===== config.mk =====
export PLATFORM = sky130hd
export DESIGN_NAME = watch_calendar_core_flat
export DESIGN_NICKNAME = d
export VERILOG_FILES = /design/src/rtl/watch_calendar_core_if.sv /design/src/rtl/watch_calendar_core.sv /design/src/flat_wrapper.sv
export SDC_FILE = /design/constraint.sdc
export NUM_CORES = 1
export LEC_CHECK = 0
export CAP_MARGIN = 20
export CORE_MARGIN = 2
export CORE_UTILIZATION = 53
export DETAILED_ROUTE_END_ITERATION = 10
export PLACE_DENSITY = 0.92
export SETUP_SLACK_MARGIN = 0.02
export SLEW_MARGIN = 25
export SYNTH_ARGS = -nofsm -noshare
export SYNTH_HDL_FRONTEND = slang
export SYNTH_SLANG_ARGS = --single-unit

===== constraint.sdc =====
create_clock -name clk -period 3.9 [get_ports clk]
set_input_delay 0.78 -clock clk [delete_from_list [all_inputs] [get_ports clk]]
set_output_delay 0.78 -clock clk [all_outputs]
set_load 0.02 [all_outputs]

===== src/rtl/watch_calendar_core_if.sv =====
// rtl/watch_calendar_core_if.sv - control, time-set and time-field bundle for watch_calendar_core
// Optional alarm signals exist only when WATCH_ALARM_EN is defined.
interface watch_calendar_core_if #(
    parameter int P_COUNT_BIT = 30,
    parameter int P_YEAR_BIT  = 7
) ();
    logic                   i_run_en;
    logic [P_COUNT_BIT-1:0] i_freq;
    logic                   i_set;
    logic [5:0]             i_set_sec;
    logic [5:0]             i_set_min;
    logic [4:0]             i_set_hour;
    logic [4:0]             i_set_day;
    logic [3:0]             i_set_month;
    logic [P_YEAR_BIT-1:0]  i_set_year;
    logic                   o_sec_tick;
    logic                   o_set_err;
    logic [5:0]             o_sec;
    logic [5:0]             o_min;
    logic [4:0]             o_hour;
    logic [4:0]             o_day;
    logic [3:0]             o_month;
    logic [P_YEAR_BIT-1:0]  o_year;
`ifdef WATCH_ALARM_EN
    logic                   i_alarm_en;
    logic [4:0]             i_alarm_hour;
    logic [5:0]             i_alarm_min;
    logic                   i_alarm_clr;
    logic                   o_alarm;
`endif

    modport master (
        output i_run_en, i_freq, i_set, i_set_sec, i_set_min, i_set_hour,
               i_set_day, i_set_month, i_set_year,
`ifdef WATCH_ALARM_EN
        output i_alarm_en, i_alarm_hour, i_alarm_min, i_alarm_clr,
        input  o_alarm,
`endif
        input  o_sec_tick, o_set_err, o_sec, o_min, o_hour, o_day, o_month, o_year
    );

    modport slave (
        input  i_run_en, i_freq, i_set, i_set_sec, i_set_min, i_set_hour,
               i_set_day, i_set_month, i_set_year,
`ifdef WATCH_ALARM_EN
        input  i_alarm_en, i_alarm_hour, i_alarm_min, i_alarm_clr,
        output o_alarm,
`endif
        output o_sec_tick, o_set_err, o_sec, o_min, o_hour, o_day, o_month, o_year
    );
endinterface


===== src/rtl/watch_calendar_core.sv =====
// rtl/watch_calendar_core.sv - one-second prescaler plus single-cycle calendar with leap years and time-set
// Optional sticky alarm compiled in with WATCH_ALARM_EN.
module watch_calendar_core #(
    parameter int P_COUNT_BIT = 30,
    parameter int P_YEAR_BIT  = 7,
    parameter int P_YEAR_MAX  = 99
) (
    input  logic                 clk,
    input  logic                 reset,
    watch_calendar_core_if.slave bus
);
    localparam logic [P_YEAR_BIT-1:0]  L_YEAR_MAX = P_YEAR_BIT'(P_YEAR_MAX);
    localparam logic [P_COUNT_BIT-1:0] L_ONE      = P_COUNT_BIT'(1);

    logic [P_COUNT_BIT-1:0] r_count;
    logic [5:0]             r_sec;
    logic [5:0]             r_min;
    logic [4:0]             r_hour;
    logic [4:0]             r_day;
    logic [3:0]             r_month;
    logic [P_YEAR_BIT-1:0]  r_year;
    logic                   r_tick;
    logic                   r_set_err;

    logic                   w_tick;
    logic [4:0]             w_cur_len;
    logic [4:0]             w_set_len;
    logic                   w_set_valid;
    logic                   w_set_ok;
    logic                   w_c_min;
    logic                   w_c_hour;
    logic                   w_c_day;
    logic                   w_c_month;
    logic                   w_c_year;
    logic [5:0]             w_sec_nxt;
    logic [5:0]             w_min_nxt;
    logic [4:0]             w_hour_nxt;
    logic [4:0]             w_day_nxt;
    logic [3:0]             w_month_nxt;
    logic [P_YEAR_BIT-1:0]  w_year_nxt;

    // Leap rule is year[1:0]==0, valid across the 2000-based 0..99 range
    function automatic logic [4:0] f_month_len(input logic [3:0] month, input logic leap);
        case (month)
            4'd4, 4'd6, 4'd9, 4'd11: f_month_len = 5'd30;
            4'd2:                    f_month_len = leap ? 5'd29 : 5'd28;
            default:                 f_month_len = 5'd31;
        endcase
    endfunction

    // A count at or past a newly lowered i_freq-1 also counts as terminal
    assign w_tick = bus.i_run_en &&
                    ((bus.i_freq <= L_ONE) || (r_count >= (bus.i_freq - L_ONE)));

    assign w_cur_len = f_month_len(r_month, r_year[1:0] == 2'd0);
    assign w_set_len = f_month_len(bus.i_set_month, bus.i_set_year[1:0] == 2'd0);

    assign w_set_valid = (bus.i_set_sec <= 6'd59) && (bus.i_set_min <= 6'd59) &&
                         (bus.i_set_hour <= 5'd23) &&
                         (bus.i_set_month >= 4'd1) && (bus.i_set_month <= 4'd12) &&
                         (bus.i_set_day >= 5'd1) && (bus.i_set_day <= w_set_len) &&
                         (bus.i_set_year <= L_YEAR_MAX);
    assign w_set_ok = bus.i_set && w_set_valid;

    assign w_c_min   = (r_sec == 6'd59);
    assign w_c_hour  = w_c_min && (r_min == 6'd59);
    assign w_c_day   = w_c_hour && (r_hour == 5'd23);
    assign w_c_month = w_c_day && (r_day == w_cur_len);
    assign w_c_year  = w_c_month && (r_month == 4'd12);

    assign w_sec_nxt   = w_c_min ? 6'd0 : r_sec + 6'd1;
    assign w_min_nxt   = !w_c_min ? r_min : (w_c_hour ? 6'd0 : r_min + 6'd1);
    assign w_hour_nxt  = !w_c_hour ? r_hour : (w_c_day ? 5'd0 : r_hour + 5'd1);
    assign w_day_nxt   = !w_c_day ? r_day : (w_c_month ? 5'd1 : r_day + 5'd1);
    assign w_month_nxt = !w_c_month ? r_month : (w_c_year ? 4'd1 : r_month + 4'd1);
    assign w_year_nxt  = !w_c_year ? r_year :
                         ((r_year >= L_YEAR_MAX) ? '0 : r_year + P_YEAR_BIT'(1));

    always_ff @(posedge clk or posedge reset) begin
        if (reset) begin
            r_count   <= '0;
            r_sec     <= 6'd0;
            r_min     <= 6'd0;
            r_hour    <= 5'd0;
            r_day     <= 5'd1;
            r_month   <= 4'd1;
            r_year    <= '0;
            r_tick    <= 1'b0;
            r_set_err <= 1'b0;
        end else begin
            r_set_err <= bus.i_set && !w_set_valid;
            r_tick    <= w_tick && !w_set_ok;
            if (w_set_ok) begin
                r_count <= '0;
                r_sec   <= bus.i_set_sec;
                r_min   <= bus.i_set_min;
                r_hour  <= bus.i_set_hour;
                r_day   <= bus.i_set_day;
                r_month <= bus.i_set_month;
                r_year  <= bus.i_set_year;
            end else if (w_tick) begin
                r_count <= '0;
                r_sec   <= w_sec_nxt;
                r_min   <= w_min_nxt;
                r_hour  <= w_hour_nxt;
                r_day   <= w_day_nxt;
                r_month <= w_month_nxt;
                r_year  <= w_year_nxt;
            end else if (bus.i_run_en) begin
                r_count <= r_count + L_ONE;
            end
        end
    end

`ifdef WATCH_ALARM_EN
    logic r_alarm;
    logic w_alarm_hit;

    // Only a real tick landing on hh:mm:00 raises it; time-set never does
    assign w_alarm_hit = w_tick && !w_set_ok && bus.i_alarm_en &&
                         (w_hour_nxt == bus.i_alarm_hour) &&
                         (w_min_nxt == bus.i_alarm_min) && (w_sec_nxt == 6'd0);

    always_ff @(posedge clk or posedge reset) begin
        if (reset) begin
            r_alarm <= 1'b0;
        end else if (w_alarm_hit) begin
            r_alarm <= 1'b1;
        end else if (bus.i_alarm_clr) begin
            r_alarm <= 1'b0;
        end
    end

    assign bus.o_alarm = r_alarm;
`endif

    assign bus.o_sec_tick = r_tick;
    assign bus.o_set_err  = r_set_err;
    assign bus.o_sec      = r_sec;
    assign bus.o_min      = r_min;
    assign bus.o_hour     = r_hour;
    assign bus.o_day      = r_day;
    assign bus.o_month    = r_month;
    assign bus.o_year     = r_year;
endmodule


===== src/flat_wrapper.sv =====
// flat-port wrapper written by rule: the top's interface ports become plain ports
module watch_calendar_core_flat 
#(
    parameter int P_COUNT_BIT = 30,
    parameter int P_YEAR_BIT  = 7,
    parameter int P_YEAR_MAX  = 99
)
  (clk, reset, bus_i_run_en, bus_i_freq, bus_i_set, bus_i_set_sec, bus_i_set_min, bus_i_set_hour, bus_i_set_day, bus_i_set_month, bus_i_set_year, bus_o_sec_tick, bus_o_set_err, bus_o_sec, bus_o_min, bus_o_hour, bus_o_day, bus_o_month, bus_o_year);
  watch_calendar_core_if #(.P_COUNT_BIT(P_COUNT_BIT), .P_YEAR_BIT(P_YEAR_BIT)) bus_i ();
  input  logic clk;
  input  logic reset;
  input wire logic [$bits(bus_i.i_run_en)-1:0] bus_i_run_en;
  input wire logic [$bits(bus_i.i_freq)-1:0] bus_i_freq;
  input wire logic [$bits(bus_i.i_set)-1:0] bus_i_set;
  input wire logic [$bits(bus_i.i_set_sec)-1:0] bus_i_set_sec;
  input wire logic [$bits(bus_i.i_set_min)-1:0] bus_i_set_min;
  input wire logic [$bits(bus_i.i_set_hour)-1:0] bus_i_set_hour;
  input wire logic [$bits(bus_i.i_set_day)-1:0] bus_i_set_day;
  input wire logic [$bits(bus_i.i_set_month)-1:0] bus_i_set_month;
  input wire logic [$bits(bus_i.i_set_year)-1:0] bus_i_set_year;
  output wire logic [$bits(bus_i.o_sec_tick)-1:0] bus_o_sec_tick;
  output wire logic [$bits(bus_i.o_set_err)-1:0] bus_o_set_err;
  output wire logic [$bits(bus_i.o_sec)-1:0] bus_o_sec;
  output wire logic [$bits(bus_i.o_min)-1:0] bus_o_min;
  output wire logic [$bits(bus_i.o_hour)-1:0] bus_o_hour;
  output wire logic [$bits(bus_i.o_day)-1:0] bus_o_day;
  output wire logic [$bits(bus_i.o_month)-1:0] bus_o_month;
  output wire logic [$bits(bus_i.o_year)-1:0] bus_o_year;
  assign bus_i.i_run_en = bus_i_run_en;
  assign bus_i.i_freq = bus_i_freq;
  assign bus_i.i_set = bus_i_set;
  assign bus_i.i_set_sec = bus_i_set_sec;
  assign bus_i.i_set_min = bus_i_set_min;
  assign bus_i.i_set_hour = bus_i_set_hour;
  assign bus_i.i_set_day = bus_i_set_day;
  assign bus_i.i_set_month = bus_i_set_month;
  assign bus_i.i_set_year = bus_i_set_year;
  assign bus_o_sec_tick = bus_i.o_sec_tick;
  assign bus_o_set_err = bus_i.o_set_err;
  assign bus_o_sec = bus_i.o_sec;
  assign bus_o_min = bus_i.o_min;
  assign bus_o_hour = bus_i.o_hour;
  assign bus_o_day = bus_i.o_day;
  assign bus_o_month = bus_i.o_month;
  assign bus_o_year = bus_i.o_year;
  watch_calendar_core #(.P_COUNT_BIT(P_COUNT_BIT), .P_YEAR_BIT(P_YEAR_BIT), .P_YEAR_MAX(P_YEAR_MAX)) u_core (.clk(clk), .reset(reset), .bus(bus_i));
endmodule

==> run summary, run 1 <==
Failing checks - negative setup slack
# hold bufs at CTS - 0
Final Setup Violations - 64
Footprint of the multi-input gates - 4060 um^2
Filler cells - 513
Initial antenna violation count - 0
Die width - 104 um
Pin count of the biggest net entering global routing - 38
CP Data Required Time - 4.12 ns
FF+latch count, synth - 65
Startpoint types - primary input
CTS tree - done
Final core utilization - 83.7%
Drt first pass iters - 10
DR vias - 6787
Reg2reg path depth - 11
Outcome - complete, but fails checks
Setup slack, reg-to-reg - 0.19 ns
FMAX - 219 MHz
Starting Density - 54.5%
Worst r2r src - u_core.bus.o_month[0]
Worst path max stage delay - 0.55 ns
GRT Overall Usage - 38.1%
Core Rows - 36
Met3 Use GR - 9.09%
Worst Hold End - u_core.r_count[1]
Clock buffer depth - 2
Max rail drop VDD - 0.274 mV
Vias in the first global route - 6604
Hold_sp - u_core.r_count[1]
Yosys cell types - 65
Max Cap Violations - 0
Leak - 3.46 nW
Setup slack after layout - -0.673 ns
Worst Path Arrival - 4.80 ns
Crit Path Class - in2reg
Most Used Layer, Global Route - met2
WL final - 22300 um
Core area - 9770 um^2
Asr flop ratio synth - 100%
CTS clk-pin slew, worst paths - 0.08 ns
Reg2reg end - u_core.bus.o_year[5]
DRC Markers - 0
Share of cells above drive strength 1 - 26.9%
Hold Crit Class - reg2reg
PD cells - 317 nW/um^2
Final net count - 968
Pre-CTS setup slack - -1.19 ns
Syn avg cell area - 8.21 um^2
Cell mode on critical path - buf_4
Die height - 104 um
Full die area - 10900 um^2
Final ANT Viol Nets - 0
Main synth FF type - dfrtp_1
Final Cycle Share - 117%
Final HPWL DP - 12600 um
Routed wire per std cell - 22.5 um
RD Place Congestion - 0.896
Fin. max-slew vios - 0
I/O Buffers - 101
Gr ovfl total - 0
Crit path cell chain - buf_6, or4_4, or4_4, nor2_4, nand2_4, nor2_4, buf_4, xnor2_1, ha_1, nand4_1, nor3_2, a21oi_2, buf_4, a311o_2, buf_4, a211oi_4, mux2i_1, a21oi_1
Syn Nets - 761
Crit. End Element - flop
Tightest Pin Transition - 0.745 ns
FF/Latch Area - 1630 um^2
Hold depth - 1
Diode count - 0
Synth-to-layout area growth - 53.5%
Met2 Usage GRT - 62.1%
Rel. slew slack - 49.8%
Post-synth EDFFs - 0
Min cycle time layout - 4.57 ns
Cell area after synthesis - 5330 um^2
H-Tree Depth - 3
Critical path's slowest cell - or4_4
DRT iter0 DRCs - 972
Clock skew - 0.0134 ns
Number of top-level pins - 102
Critical path fanouts, max - 5
Clk root buf - clkbuf_8
Setup TNS - -29.79 ns
Met1 Resource Use GR - 46.1%
Worst-Skew Late Latency - 0.37 ns
Final Hold Fails - 0
Warnings, synthesis - 0
Clock Sink Count - 65
First-pass GRT wire length - 33400 um
RSZ-0062 raised after global routing - true
CTS buffer count - 9
Register area share after synthesis - 30.6%
Mapped Cells - 649
Post-DR vias/cell - 6.83
through the flow:
step | power (mW) | instances | area, um^2 | hold WS [ns]
final | 2.60 | 993 | 8180 | 0.578
after CTS | 2.46 | 980 | 7820 | 0.573
after detailed placement | 1.92 | 941 | 7140 | 0.554
after global placement | 1.88 | 941 | 7140 | 0.540
after floorplan | 1.46 | 649 | 5450 | 0.511
after global routing | 2.71 | 993 | 8180 | 0.593
area by class of cell:
cell class                 count  share of cell area, %
tap                          133                   2.03
clock inverter                 3                  0.214
timing repair buffer         222                   25.7
inverter                      17                  0.780
sequential                    65                   19.9
multi-input combinational    541                   49.6
clock buffer                  12                   1.77
cells in the final DEF, fill, tap and decap left out, drive strengths merged, types with 15 or more instances in the layout:
cell           Yosys  routed
buf                4     123
ha                45      45
xnor2             22      22
clkdlybuf4s50      0      88
nand2             72      72
nand4             15      15
nand3             33      33
or4               17      17
a31oi             22      22
xor2              18      18
dfrtp             63      63
a21oi             42      42
o21ai             32      32
nor3              18      18
inv               17      17
nor2              60      60
synthesized netlist by cell type (all sizes together) (5+ instances only):
| cell | n | area [um^2] |
|---|---|---|
| nand2 | 72 | 273 |
| dfrtp | 63 | 1580 |
| nand4b | 9 | 78.8 |
| inv | 17 | 63.8 |
| ha | 45 | 563 |
| or2 | 5 | 31.3 |
| xor2 | 18 | 158 |
| nor4 | 14 | 93.8 |
| o41ai | 6 | 52.6 |
| xnor2 | 22 | 193 |
| o21ai | 32 | 160 |
| a21oi | 42 | 214 |
| nand4 | 15 | 93.8 |
| nor2 | 60 | 225 |
| clkbuf | 22 | 82.6 |
| nand3 | 33 | 165 |
| a31oi | 22 | 138 |
| mux2i | 5 | 50.1 |
| o31ai | 10 | 88.8 |
| or3 | 10 | 62.6 |
| nand2b | 7 | 43.8 |
| a21o | 5 | 37.5 |
| or4 | 17 | 135 |
| and3 | 13 | 81.3 |
| nor3 | 18 | 90.1 |
| nand3b | 6 | 45.0 |
report_power, final:
part,switching (mW),leakage [nW],total (mW),internal (mW)
Clock,0.286,0.0822,0.529,0.243
Combinational,0.571,2.59,1.07,0.498
Sequential,0.206,0.791,0.997,0.791
Total,1.06,3.46,2.60,1.53
worst max-delay path by stage:
stage	start	end	slack, ns	cells past startpoint
after floorplan	bus_i_freq[3]	u_core.r_count[6]	-0.52	16
after global placement	bus_i_freq[3]	u_core.bus.o_year[5]	-1.08	16
after detailed placement	bus_i_freq[3]	u_core.bus.o_min[0]	-1.19	17
after CTS	bus_i_freq[5]	u_core.r_count[16]	-0.45	18
after global routing	bus_i_freq[8]	u_core.bus.o_sec[5]	-0.82	19
final	bus_i_freq[5]	u_core.bus.o_hour[4]	-0.67	18
logic make-up (layout without fill, tap and decap cells):
family                   Yosys count  after routing  share of synthesized area, %
AO/OA/AOI/OAI                    158            158                          19.6
XOR/XNOR                          40             40                          6.58
adder cells (fa/ha/maj)           45             45                          10.6
buffers and inverters             43            254                          3.05
flip-flops                        65             65                          30.6
multiplexers                       6              6                          1.15
AND/OR/NAND/NOR                  292            292                          28.5
flip-flops by register name, indices dropped and copies added (netlist names), 4 cells and up:
name and cells:
u_core.bus.o_hour 5, u_core.bus.o_year 7, u_core.bus.o_sec 6, u_core.bus.o_month 4, u_core.bus.o_day 5, u_core.bus.o_min 6, u_core.r_count 30
layer usage:
metal / share of wire [%] / wire length (um)
met5: 0 / 0
met4: 7.6 / 1700
met3: 11 / 2420
met2: 46 / 10300
met1: 35 / 7850
worst max-delay path, delay by kind of cell:
| kind | cells | cell delay [ns] |
|---|---|---|
| adders and majority gates | 1 | 0.30 |
| AOI/OAI and AO/OA | 4 | 0.98 |
| buffers and inverters | 4 | 0.56 |
| muxes | 1 | 0.30 |
| and+or+nand+nor | 7 | 1.81 |
| xor gates and xnor gates | 1 | 0.06 |
timing repair:
| item | in CTS | in global routing |
|---|---|---|
| setup endpoints to repair | 64 | 64 |
| gates cloned | 5 | 0 |
| gates resized for setup | 87 | 62 |
| pin swaps | 60 | 44 |
| setup buffers | 19 | 14 |
Note: power is estimated with default switching activity, not from simulation.
==> run 2: changes to the inputs <==
CORE_UTILIZATION = 40   (was 53)
CTS_CLUSTER_DIAMETER = 80   (was not set)
PLACE_DENSITY = 0.75   (was 0.92)
==> run 2 against run 1 <==
Against the previous run:
- sequential power decreased by 0.8%
- the flow still finishes with violations (negative setup slack)
- clock skew fell by 0.0055 ns
- worst hold slack lost 0.0054 ns
- core utilization down 20 points
- clock power is 40% higher
- largest cell class unchanged
- largest power group unchanged
- wire length is 17% lower
- non-clock buffer count shrank 11
==> run summary, run 2 (synthesis results as in run 1) <==
Hold Crit Class - reg2reg (unchanged)
Worst-Skew Late Latency - 0.34 ns (was 0.37 ns)
Min cycle time layout - 4.47 ns (was 4.57 ns)
Full die area - 14300 um^2 (was 10900 um^2)
Pre-CTS setup slack - -1.21 ns (was -1.19 ns)
Hold depth - 1 (unchanged)
Number of top-level pins - 102 (unchanged)
Clock buffer depth - 2 (unchanged)
Die height - 119 um (was 104 um)
Die width - 119 um (was 104 um)
Worst Hold End - u_core.r_count[1] (unchanged)
Max rail drop VDD - 0.230 mV (was 0.274 mV)
Reg2reg path depth - 10 (was 11)
Clock Sink Count - 65 (unchanged)
Worst Path Arrival - 4.73 ns (was 4.80 ns)
Final Cycle Share - 115% (was 117%)
Synth-to-layout area growth - 55.8% (was 53.5%)
Initial antenna violation count - 0 (unchanged)
Hold_sp - u_core.r_count[1] (unchanged)
Biggest register - u_core.r_count (unchanged)
Post-DR vias/cell - 5.92 (was 6.83)
Most common cell after layout, fill and taps aside - clkdlybuf4s50_1 (was buf_4)
Diode count - 0 (unchanged)
Leak - 3.40 nW (was 3.46 nW)
Setup slack, reg-to-reg - 0.47 ns (was 0.19 ns)
Critical path's slowest cell - or4_4 (unchanged)
First-pass GRT wire length - 30200 um (was 33400 um)
Critical path fanouts, max - 6 (was 5)
Crit Path Class - in2reg (unchanged)
CTS clk-pin slew, worst paths - 0.06 ns (was 0.08 ns)
I/O Buffers - 101 (unchanged)
Vias in the first global route - 6203 (was 6604)
PD cells - 331 nW/um^2 (was 317 nW/um^2)
Clk root buf - clkbuf_16 (was clkbuf_8)
Setup TNS - -25.51 ns (was -29.79 ns)
Max Cap Violations - 0 (unchanged)
Crit path cell chain - buf_6, or4_4, or4_4, nor2_4, buf_6, nand2_2, xor2_2, ha_1, nand4_1, nor3_2, a32oi_2, a31oi_4, nor2_4, buf_4, buf_12, buf_16, or4_1, a31oi_1 (was buf_6, or4_4, or4_4, nor2_4, nand2_4, nor2_4, buf_4, xnor2_1, ha_1, nand4_1, nor3_2, a21oi_2, buf_4, a311o_2, buf_4, a211oi_4, mux2i_1, a21oi_1)
Gr ovfl total - 0 (unchanged)
Outcome - complete, but fails checks (unchanged)
Critical path's top delay family - simple AND/OR/NAND/NOR gates (unchanged)
Max FFs per register - 30 (unchanged)
Starting Density - 40.6% (was 54.5%)
Fin Hold WS - 0.572 ns (was 0.578 ns)
Drt first pass iters - 5 (was 10)
Share of cells above drive strength 1 - 26.9% (about the same)
Fin. max-slew vios - 0 (unchanged)
RD Place Congestion - 0.914 (was 0.896)
CP Data Required Time - 4.17 ns (was 4.12 ns)
DRC Markers - 0 (unchanged)
Rel. slew slack - 55.8% (was 49.8%)
CTS buffer count - 9 (unchanged)
Reg2reg end - u_core.bus.o_year[5] (unchanged)
Setup slack after layout - -0.569 ns (was -0.673 ns)
DR vias - 6069 (was 6787)
Tightest Pin Transition - 0.656 ns (was 0.745 ns)
Final Setup Violations - 64 (unchanged)
H-Tree Depth - 3 (unchanged)
Startpoint types - primary input (unchanged)
Filler cells - 1080 (was 513)
Final Hold Fails - 0 (unchanged)
RSZ-0062 raised after global routing - true (unchanged)
Commonest cells after routing, fill and taps aside - clkdlybuf4s50_1, buf_4, nand2_1, dfrtp_1, nor2_1 (was buf_4, clkdlybuf4s50_1, nand2_1, dfrtp_1, nor2_1)
Worst path max stage delay - 0.56 ns (was 0.55 ns)
Worst r2r src - u_core.bus.o_sec[0] (was u_core.bus.o_month[0])
GRT Overall Usage - 26.1% (was 38.1%)
Core area - 13100 um^2 (was 9770 um^2)
CTS tree - done (unchanged)
DRT iter0 DRCs - 466 (was 972)
Final HPWL DP - 12500 um (was 12600 um)
Crit. End Element - flop (unchanged)
Routed wire per std cell - 18.0 um (was 22.5 um)
Pin count of the biggest net entering global routing - 39 (was 38)
Clock skew - 0.00791 ns (was 0.0134 ns)
Final core utilization - 63.2% (was 83.7%)
Final net count - 957 (was 968)
Final ANT Viol Nets - 0 (unchanged)
WP buf/inv - 5 (was 4)
WL final - 18500 um (was 22300 um)
Core Rows - 42 (was 36)
Failing checks - negative setup slack (unchanged)
FMAX - 224 MHz (was 219 MHz)
## run 2: cell count changes in the layout (fill, tap and decap cells not counted), moves of 3 or more
cell	previous run	this run
buf_4	93	83
buf_6	21	17
clkbuf_16	0	9
clkbuf_8	10	1
nand3_1	30	27
nand3_2	2	5
o21ai_0	24	20
o21ai_1	6	2
o21ai_2	2	9
o31ai_1	9	6
or4_1	3	7
or4_4	14	10
## run 2: layer usage
metal / global-route usage (%) / share of wire, % / vias up
li1: - / - / 2832
met1: 32.5 / 41 / 2909
met2: 44.9 / 49 / 280
met3: 4.26 / 6.6 / 48
met4: 10.8 / 2.5 / 0
met5: 0 / 0 / -
## run 2: worst register-to-register path, cell delays in order, from the launching register on
cell and delay (ns):
dfrtp_1 0.44, ha_1 0.26, nor2b_1 0.29, nand4_1 0.14, buf_4 0.19, or3_1 0.43, or4_1 0.75, a211oi_4 0.33
buf_12 0.16, a21boi_1 0.06, o31a_1 0.28
## run 2: metrics by stage
step,std cells,total power [mW],area [um^2]
after floorplan,649,1.46,5450
after global placement,985,1.89,7220
after detailed placement,985,1.94,7220
after CTS,1019,2.71,8070
after global routing,1025,2.90,8300
final,1025,2.75,8300
## run 2: worst max path at each step
stage / from / endpoint / slack (ns) / cells after the start
after floorplan: bus_i_freq[3] / u_core.r_count[6] / -0.52 / 16
after global routing: bus_i_freq[4] / u_core.bus.o_sec[5] / -0.70 / 19
after CTS: bus_i_freq[4] / u_core.bus.o_year[0] / -0.42 / 17
final: bus_i_freq[4] / u_core.bus.o_day[1] / -0.57 / 18
after global placement: bus_i_freq[3] / u_core.bus.o_year[5] / -1.10 / 15
after detailed placement: bus_i_freq[3] / u_core.bus.o_year[5] / -1.21 / 15
## run 2: power by group
group          switching, mW  internal (mW)
Combinational          0.525          0.499
Clock                  0.297          0.442
Sequential             0.196          0.793
Total                   1.02           1.73
## run 2: final cells by class
type	instances	area (um^2)	share of cell area, %
repair buffers	211	2040	24.6
multi-input cells	541	4080	49.2
clock inverters	3	17.5	0.211
clock buffers	12	246	2.97
well taps	176	220	2.65
flip-flops and latches	65	1630	19.6
inverters	17	63.8	0.769
## run 2: what timing repair did
| action | CTS | global route |
|---|---|---|
| buffers inserted | 15 | 7 |
| pin swaps | 86 | 39 |
| hold buffers | 0 | 0 |
| gates resized for setup | 106 | 46 |
| endpoints found under the setup margin | 64 | 64 |
| cloned | 4 | 0 |
==> run 3: changes to the inputs <==
DONT_BUFFER_PORTS = 1   (was not set)
PLACE_DENSITY = 0.65   (was 0.75)
==> run 3 against run 2 <==
Against the previous run:
- the run still ends with negative setup slack left
- final area shrank 18%
- setup slack better by 0.29 ns
- largest power group is now registers
- critical path depth shrank 3
==> run summary, run 3 (synthesis results as in run 1) <==
Outcome - complete, but fails checks (unchanged)
Failing checks - negative setup slack (unchanged)
RSZ-0062 raised after global routing - true (unchanged)
Rel. slew slack - 47.2% (was 55.8%)
Critical path's slowest cell - or4_4 (unchanged)
Footprint of the multi-input gates - 3940 um^2 (was 4080 um^2)
H-Tree Depth - 3 (unchanged)
Share of cells above drive strength 1 - 22.7% (was 26.9%)
Drt first pass iters - 5 (unchanged)
CTS buffer count - 9 (unchanged)
Routed wire per std cell - 19.0 um (was 18.0 um)
GRT Overall Usage - 22.2% (was 26.1%)
Crit. End Element - flop (unchanged)
Max FFs per register - 30 (unchanged)
RD Place Congestion - 0.883 (was 0.914)
Clk root buf - clkbuf_16 (unchanged)
DR vias - 5411 (was 6069)
Min cycle time layout - 4.18 ns (was 4.47 ns)
Final Cycle Share - 107% (was 115%)
Crit Path Class - in2reg (unchanged)
Setup slack, reg-to-reg - 0.23 ns (was 0.47 ns)
Clock buffer depth - 2 (unchanged)
Clock Sink Count - 65 (unchanged)
Commonest cells after routing, fill and taps aside - nand2_1, dfrtp_1, nor2_1, ha_1, buf_4 (was clkdlybuf4s50_1, buf_4, nand2_1, dfrtp_1, nor2_1)
Max rail drop VDD - 0.281 mV (was 0.230 mV)
Most Used Layer, Global Route - met2 (unchanged)
Worst r2r src - u_core.bus.o_sec[0] (unchanged)
Core Rows - 42 (unchanged)
Number of top-level pins - 102 (unchanged)
Final Hold Fails - 0 (unchanged)
Met2 Usage GRT - 35.9% (was 44.9%)
Full die area - 14300 um^2 (unchanged)
Most common cell after layout, fill and taps aside - nand2_1 (was clkdlybuf4s50_1)
Critical path fanouts, max - 5 (was 6)
Final net count - 813 (was 957)
Post-DR vias/cell - 6.14 (was 5.92)
Final instance area - 6790 um^2 (was 8300 um^2)
DRT iter0 DRCs - 353 (was 466)
First-pass GRT wire length - 25800 um (was 30200 um)
Biggest register - u_core.r_count (unchanged)
PD cells - 366 nW/um^2 (was 331 nW/um^2)
Final Non-Filler Cells - 881 (was 1025)
FMAX - 239 MHz (was 224 MHz)
Core area - 13100 um^2 (unchanged)
Startpoint types - primary input (unchanged)
CTS tree - done (unchanged)
Vias in the first global route - 5330 (was 6203)
CP Data Required Time - 4.15 ns (was 4.17 ns)
Worst-Skew Late Latency - 0.33 ns (was 0.34 ns)
WL final - 16700 um (was 18500 um)
Starting Density - 40.6% (unchanged)
Initial antenna violation count - 0 (unchanged)
Worst path max stage delay - 0.52 ns (was 0.56 ns)
Clock skew - 0.00434 ns (was 0.00791 ns)
Pre-CTS setup slack - -0.657 ns (was -1.21 ns)
DP Cell Count - 844 (was 985)
Fin Hold WS - 0.396 ns (was 0.572 ns)
Die height - 119 um (unchanged)
Gr ovfl total - 0 (unchanged)
Power Total - 2.49 mW (was 2.75 mW)
Tightest Pin Transition - 0.789 ns (was 0.656 ns)
WP buf/inv - 3 (was 5)
Max Cap Violations - 0 (unchanged)
Fin. max-slew vios - 0 (unchanged)
Leak - 2.76 nW (was 3.40 nW)
Diode count - 0 (unchanged)
Synth-to-layout area growth - 27.5% (was 55.8%)
Filler cells - 1218 (was 1080)
# hold bufs at CTS - 0 (unchanged)
Pin count of the biggest net entering global routing - 40 (was 39)
FF/Latch Area - 1630 um^2 (unchanged)
Critical path's top delay family - simple AND/OR/NAND/NOR gates (unchanged)
Placement Cell Area - 5920 um^2 (was 7220 um^2)
I/O Buffers - 0 (was 101)
Die width - 119 um (unchanged)
DRC Markers - 0 (unchanged)
Met3 Use GR - 3.69% (was 4.26%)
Met1 Resource Use GR - 30.5% (was 32.5%)
Crit path cell chain - or4_4, or4_4, buf_6, nor4_4, xnor2_1, ha_1, buf_4, a41oi_1, o21ai_1, a32oi_1, a31oi_2, buf_4, or2_4, or4_1, a31oi_1 (was buf_6, or4_4, or4_4, nor2_4, buf_6, nand2_2, xor2_2, ha_1, nand4_1, nor3_2, a32oi_2, a31oi_4, nor2_4, buf_4, buf_12, buf_16, or4_1, a31oi_1)
CP startpoint - bus_i_freq[3] (was bus_i_freq[4])
CTS clk-pin slew, worst paths - 0.06 ns (about the same)
Setup slack after layout - -0.279 ns (was -0.569 ns)
Hold Crit Class - in2async (was reg2reg)
Worst Path Arrival - 4.43 ns (was 4.73 ns)
Final ANT Viol Nets - 0 (unchanged)
Final Setup Violations - 51 (was 64)
Final HPWL DP - 11600 um (was 12500 um)
run 3: cell types whose count changed in the layout (fill, tap and decap cells not counted), moves of 5 or more:
cell,change
or4_1,+5
or4_4,-5
dlygate4sd2_1,-6
buf_4,-45
clkdlybuf4s50_1,-90
run 3: cell type report:
type                       count  area share [%]
clock inverter                 2           0.184
clock buffer                  13            3.98
multi-input combinational    542            58.0
timing repair buffer          66            9.67
sequential                    65            24.0
tap                          176            3.24
inverter                      17           0.939
run 3: routing by layer:
metal  up-vias  wire length (um)  part of all wire, %
li1       2541                 -                    -
met1      2627              7420                   44
met2       216              7840                   47
met3        27              1160                  6.9
met4         0               306                  1.8
met5         -                 0                    0
run 3: stage by stage:
stage / setup TNS [ns] / util (%)
final: -8.24 / 51.7
after global routing: -16.97 / 51.7
after CTS: -6.92 / 48.7
after detailed placement: -30.83 / 45.1
after global placement: -26.03 / 45.1
after floorplan: -20.81 / -
run 3: worst paths after layout:
kind,end,cells past startpoint
setup / recovery,u_core.r_count[12],15
hold / removal,u_core.bus.o_month[2],1
setup reg to reg,u_core.bus.o_year[5],9
hold reg to reg,u_core.r_count[29],2
max in group asynchronous,u_core.bus.o_sec[0],2
min in group clk,u_core.bus.o_month[0],2
run 3: where the power goes:
part | leakage (nW) | total (mW) | internal, mW | switching, mW
combinational | 1.83 | 0.613 | 0.287 | 0.326
clock | 0.138 | 0.777 | 0.478 | 0.299
sequential | 0.791 | 1.10 | 0.791 | 0.304
total | 2.76 | 2.49 | 1.56 | 0.930
run 3: repair_timing:
item                       4_1_cts  5_1_grt
gates cloned                     2        4
resized for setup               25       79
pin swaps                       30       27
buffers inserted                 8        9
setup endpoints to repair       57       64
run 3: worst register-to-register path: cells and delay by family (launching register included):
| family | cells | cell delay (ns) |
|---|---|---|
| simple gates | 4 | 1.92 |
| flops | 1 | 0.55 |
| compound gates | 3 | 0.63 |
| buf+inv | 1 | 0.17 |
| fa+ha+maj | 1 | 0.29 |
